[src/rtl/serial_bit_feeder.sv]
// Parallel-to-serial feeder: accepts WIDTH-bit words over valid/ready and
// emits them one bit per clock on x, qualified by x_valid, with no gap between words.
module serial_bit_feeder #(
  parameter int WIDTH     = 8,
  parameter bit MSB_FIRST = 1'b1,
  parameter bit IDLE_BIT  = 1'b1
) (
  input  logic             clk,
  input  logic             reset,
  input  logic             in_valid,
  input  logic [WIDTH-1:0] in_data,
  output logic             in_ready,
  output logic             x,
  output logic             x_valid,
  output logic             done,
  output logic             busy
);

  localparam int CW = $clog2(WIDTH);
  localparam logic [CW-1:0] LAST = CW'(WIDTH - 1);

  typedef enum logic {IDLE, SHIFT} state_t;

  state_t           state_reg, state_next;
  logic [WIDTH-1:0] shreg_reg, shreg_next;
  logic [CW-1:0]    cnt_reg, cnt_next;
  logic             x_reg, x_next;
  logic             x_valid_reg, x_valid_next;
  logic             done_reg, done_next;

  logic [WIDTH-1:0] in_ord;
  logic             at_last;
  logic             load;

  // Reorder the input so the shifter always emits from its top bit.
  genvar gi;
  generate
    for (gi = 0; gi < WIDTH; gi++) begin : g_order
      if (MSB_FIRST) begin : g_msb
        assign in_ord[gi] = in_data[gi];
      end else begin : g_lsb
        assign in_ord[gi] = in_data[WIDTH-1-gi];
      end
    end
  endgenerate

  assign at_last  = (state_reg == SHIFT) && (cnt_reg == LAST);
  assign in_ready = (state_reg == IDLE) || at_last;
  assign load     = in_valid && in_ready;

  always_comb begin
    state_next   = state_reg;
    shreg_next   = shreg_reg;
    cnt_next     = cnt_reg;
    x_next       = x_reg;
    x_valid_next = x_valid_reg;
    if (load) begin
      // The first bit goes straight to x; the register keeps the rest.
      state_next   = SHIFT;
      shreg_next   = {in_ord[WIDTH-2:0], 1'b0};
      cnt_next     = '0;
      x_next       = in_ord[WIDTH-1];
      x_valid_next = 1'b1;
    end else if (state_reg == SHIFT) begin
      if (at_last) begin
        state_next   = IDLE;
        cnt_next     = '0;
        x_next       = IDLE_BIT;
        x_valid_next = 1'b0;
      end else begin
        shreg_next = {shreg_reg[WIDTH-2:0], 1'b0};
        cnt_next   = cnt_reg + CW'(1);
        x_next     = shreg_reg[WIDTH-1];
      end
    end else begin
      x_next       = IDLE_BIT;
      x_valid_next = 1'b0;
    end
    done_next = x_valid_next && (cnt_next == LAST);
  end

  always_ff @(posedge clk) begin
    if (reset) begin
      state_reg   <= IDLE;
      shreg_reg   <= '0;
      cnt_reg     <= '0;
      x_reg       <= IDLE_BIT;
      x_valid_reg <= 1'b0;
      done_reg    <= 1'b0;
    end else begin
      state_reg   <= state_next;
      shreg_reg   <= shreg_next;
      cnt_reg     <= cnt_next;
      x_reg       <= x_next;
      x_valid_reg <= x_valid_next;
      done_reg    <= done_next;
    end
  end

  assign x       = x_reg;
  assign x_valid = x_valid_reg;
  assign done    = done_reg;
  assign busy    = x_valid_reg;

endmodule

[config.mk]
export PLATFORM = sky130hd
export DESIGN_NAME = serial_bit_feeder
export DESIGN_NICKNAME = d
export VERILOG_FILES = /design/src/rtl/serial_bit_feeder.sv
export SDC_FILE = /design/constraint.sdc
export NUM_CORES = 1
export LEC_CHECK = 0
export BUFFER_PORTS_ARGS = -buffer_cell sky130_fd_sc_hd__buf_2
export CAP_MARGIN = 0
export CORE_MARGIN = 4
export CORE_UTILIZATION = 31
export CTS_CLUSTER_SIZE = 28
export DETAILED_ROUTE_END_ITERATION = 8
export GPL_TIMING_DRIVEN = 0
export PLACE_DENSITY = 0.48
export SLEW_MARGIN = 20
export SYNTH_ARGS = -nofsm -noshare
export SYNTH_HDL_FRONTEND = slang
export SYNTH_SLANG_ARGS = --single-unit
[constraint.sdc]
create_clock -name clk -period 2.2 [get_ports clk]
set_input_delay 0.44 -clock clk [delete_from_list [all_inputs] [get_ports clk]]
set_output_delay 0.44 -clock clk [all_outputs]
set_load 0.01 [all_outputs]
* Word-level counts from Yosys, hierarchy flattened
Index checks and enable logic that the tools add are counted.
W data, S select, Z words.
** Word-level totals
- Word-level logic and storage cells :: 32
- Input port bits :: 11
- Register bits :: 14
** Cells by class
- Eq/ne operators :: 3
- Multiplexer cells :: 15
- Reduce and logical (&&, ||, !) cells :: 6
- Bitwise logic cells :: 1
- $add $sub $neg :: 1
** Operators by type and width (count)
- $mux W8 :: 3
- $mux W1 :: 9
- $mux W3 :: 3
- $eq A3 B3 Y1 const B :: 2
- $add A3 B1 Y3 const B :: 1
- $logic_and A1 B1 Y1 :: 3
- $ne A2 B1 Y1 const B :: 1
- $reduce_and A2 Y1 :: 1
- $reduce_bool A2 Y1 :: 1
- $logic_or A1 B1 Y1 :: 1
- $not A1 Y1 :: 1

* Logic depth before layout (Yosys ltp)
- Word-level depth :: 7
- Gate-level depth with buffers :: 7
- Mapped depth without buffers :: 6

* Worst setup path after synthesis
Ideal clock, no wire load.
- Kind :: reg-to-output
- From :: reg cnt_reg[0]
- To :: out in_ready
- Setup slack :: 0.563 ns
- Data arrival time :: 1.197 ns
- Stages on the path, launching flop included :: 6
- Path buffers :: 1
- Path through :: dfxtp_1 -> ha_1 -> ha_1 -> and2b_4 -> clkinv_4 -> buf_6
** On the way
- Word-level cells in the longest chain between the ends :: 3
** Ends and longest elaborated chain
- start, declared :: RTL line 26 : logic [CW-1:0] cnt_reg, cnt_next;
- start signal, assigned :: RTL line 93 : cnt_reg <= cnt_next;
- $eq A3 B3 Y1 :: RTL line 47 : assign at_last = (state_reg == SHIFT) && (cnt_reg == LAST);
- $logic_and A1 B1 Y1 :: RTL line 47
- $logic_or A1 B1 Y1 :: RTL line 48 : assign in_ready = (state_reg == IDLE) || at_last;
- end, declared :: RTL line 12 : output logic in_ready,
No other way between the ends.

* Worst setup path in the final report
Same ends and word-level chain as after synthesis.

==> impl_results.md <==
* Placed insts at 105
* Cell chosen for the clock root: clkbuf_4
* Post-route insts no fill at 110
* Top cells by area, synth: dfxtp_1 43%, a211oi_2 11%, mux2i_1 11%
* GRT met1 Usage at 0.124
* DIE AREA at 0.00293 sq mm
* Slew headroom at 0.833
* H-tree levels at 1
* Largest net degree at the start of global routing at 11
* Status: finished clean
* Final worst-path cycle share at 0.960
* Initial Utilization at 0.333
* Gr usage total at 0.104
* Switching power at 0.000141 W
* P per Cell Area at 681 mW/mm^2
* Seq cells post-synth at 14
* Yosys cell types at 21
* Clock power share at 0.339
* DR vias/cell at 4.66
* Slew Limit Fails at 0
* Clk slew on worst S/H paths at 90 ps
* Drc violations at 0
* Port bufs at 15
* Post-CTS Hold Buffers at 0
* Slew @ Worst Pin at 251 ps
* Internal power at 0.000412 W
* Worst-Skew Late Latency at 280 ps
* Initial antenna violation count at 0
* CTS tree: yes
* Ant. Diodes at 0
* Total core area at around 0.0020 sq mm
* Fmax at 474 MHz
* Max FFs per register at 7
* Row Count at 16
* Drt initial violations at 8
* Post-Syn Nets at 76
* First-pass GRT wire length at 2150 um
* Vias in the first global route at 503
* GRT busiest layer: met2
* Via count at 513
* Yosys warnings at 0
* Sequential Power Share at 0.504
* Max Cap Viol at 0
* Critical path fanouts, max at 10
* Worst-path cell chain: ha_1 -> ha_1 -> and2b_4 -> clkinv_4 -> buf_6 -> buf_2
* HPWL Detailed at 937 um
* P&R area growth vs syn at 23.2%
* Post-Route WL at 1290 um
* Share of layout cells above drive strength 1 at 0.422
* CTS Buf Count at 3
* Critical path class: reg -> out
* Largest area contributor in the netlist: dfxtp_1
* Cells after Synth at 63
* Mapped cell area at between 600 and 700 sq um
* Final min period at between 2000 and 2500 ps
* Finish-stage setup viols at 0
* Setup TNS at 0 ps
* Avg WL per Cell at 11.8 um
* Sequential area share after synthesis at 0.425
* Final clock skew at 2.74 ps
* IO Pins at 16
* Clk sinks at 14
* Final ANT Viol Nets at 0
* Delay of the slowest critical-path stage at 340 ps
* Cell mode on critical path: ha_1
* Leakage at 0.362 nW
* CP Launch Type: register
* Final hold violations at 0
* Worst min path class: in -> reg
* Clk buf depth at 2
* Avg Inst Size Synth at 10.5 sq um
* Peak VDD IR at 0.000276 V
* Routability cong. at 0.727
* Share of total power in combinational logic at 0.157
* Slowest-stage cell, CP: dfxtp_1
* Die Width at 54.1 um
* WHS at 392 ps
* GRT overflow at 0
* Post-synth top area share at 0.425
* Worst EP required at about 1800 ps
* Slack of the worst reg-to-reg path at 560 ps
* Crit path DAT at 1670 ps
* Final net count at 97
* GR Layer Usage met3 at 0.0388
* # fillers at 212
* RSZ-0062 raised after global routing: no
* Die H at 54.1 um
* Met2 Use GR at 0.159
* CP endpoint kind: output port
* First-pass iteration count of the detailed router at 4
* Switching fraction of total power at 0.256
## power groups by stage
stage	combinational (W)	clock [W]	sequential [W]
floorplan	0.0000598	0	0.000284
global placement	0.0000859	0	0.000285
detailed placement	0.0000863	0	0.000285
CTS	0.0000884	0.000196	0.000279
global route	0.0000976	0.000204	0.000282
finish	0.0000867	0.000188	0.000279
## logic make-up after synthesis
| family | Yosys count | share of synthesized area |
|---|---|---|
| AND/OR/NAND/NOR | 22 | 0.165 |
| flip-flops | 14 | 0.425 |
| AO/OA/AOI/OAI | 13 | 0.205 |
| multiplexers | 7 | 0.106 |
| buffers and inverters | 5 | 0.0607 |
| adder cells (fa/ha/maj) | 2 | 0.0379 |
## synth_stat cells
cell type and number:
a21oi_1 1, nor3_1 1, and4bb_1 1, a2111oi_2 1, a22oi_1 1, buf_4 2, o21bai_1 1, a211oi_2 6
nor2_1 14, a31oi_1 2, buf_2 1, nand2_2 1, a22oi_2 1, dfxtp_1 14, and2b_4 1, clkinv_4 1
buf_6 1, nand2_1 2, ha_1 2, mux2i_1 7, nor3b_1 2
## timing repair
item | CTS | global route
setup buffers | 1 | 0
resized for setup | 0 | 0
setup endpoints to repair | 1 | 0
## layout make-up
type | instances | area (sq um) | area share
flip-flops and latches | 14 | 280 | 0.345
inverters | 1 | 8.76 | 0.0108
plain buffers | 4 | 31.3 | 0.0385
clock buffers | 4 | 36.3 | 0.0447
well taps | 27 | 33.8 | 0.0416
multi-input cells | 44 | 339 | 0.418
repair buffers | 16 | 82.6 | 0.102
## stage by stage
stage	area, sq um	setup slack (ps)	total power (W)	utilization
floorplan	659	563	0.000344	-
global placement	768	307	0.000371	0.388
detailed placement	768	319	0.000371	0.388
CTS	812	67.0	0.000563	0.410
global route	812	14.9	0.000584	0.410
finish	812	88.1	0.000553	0.410
## worst paths after layout
path,start,to,depth (start not counted)
max reg2reg,cnt_reg[0]$_SDFF_PP0_,done$_SDFF_PP0_,6
min reg2reg,busy$_SDFF_PP0_,done$_SDFF_PP0_,2
max,cnt_reg[0]$_SDFF_PP0_,in_ready,6
min,reset,shreg_reg[5]$_SDFFE_PP0P_,2
## per-layer routing
metal  part of all wire  vias up
met5                  0        -
met4             0.0093        0
met3              0.067        2
met2               0.43       11
met1               0.49      233
li1                   -      267
## worst max-delay path: cells and delay by family, from the launching register on
family / cells / cell delay [ps]
DFF: 1 / 340
buffers and inverters: 3 / 360
adders and majority gates: 2 / 420
and+or+nand+nor: 1 / 280
## cells in the final DEF (no fill, tap or decap)
cell,n
a21oi_1,1
a22oi_1,1
clkbuf_8,1
nor3_1,1
nor3b_1,2
clkinv_4,1
nand2_1,2
ha_1,2
a211oi_2,6
mux2i_1,7
and4bb_1,1
a22oi_2,1
nand2_2,1
buf_6,1
clkbuf_4,3
a2111oi_2,1
nor2_1,14
dfxtp_1,14
a31oi_1,2
buf_4,3
buf_2,16
o21bai_1,1
and2b_4,1
(Power assumes the default switching activity.)
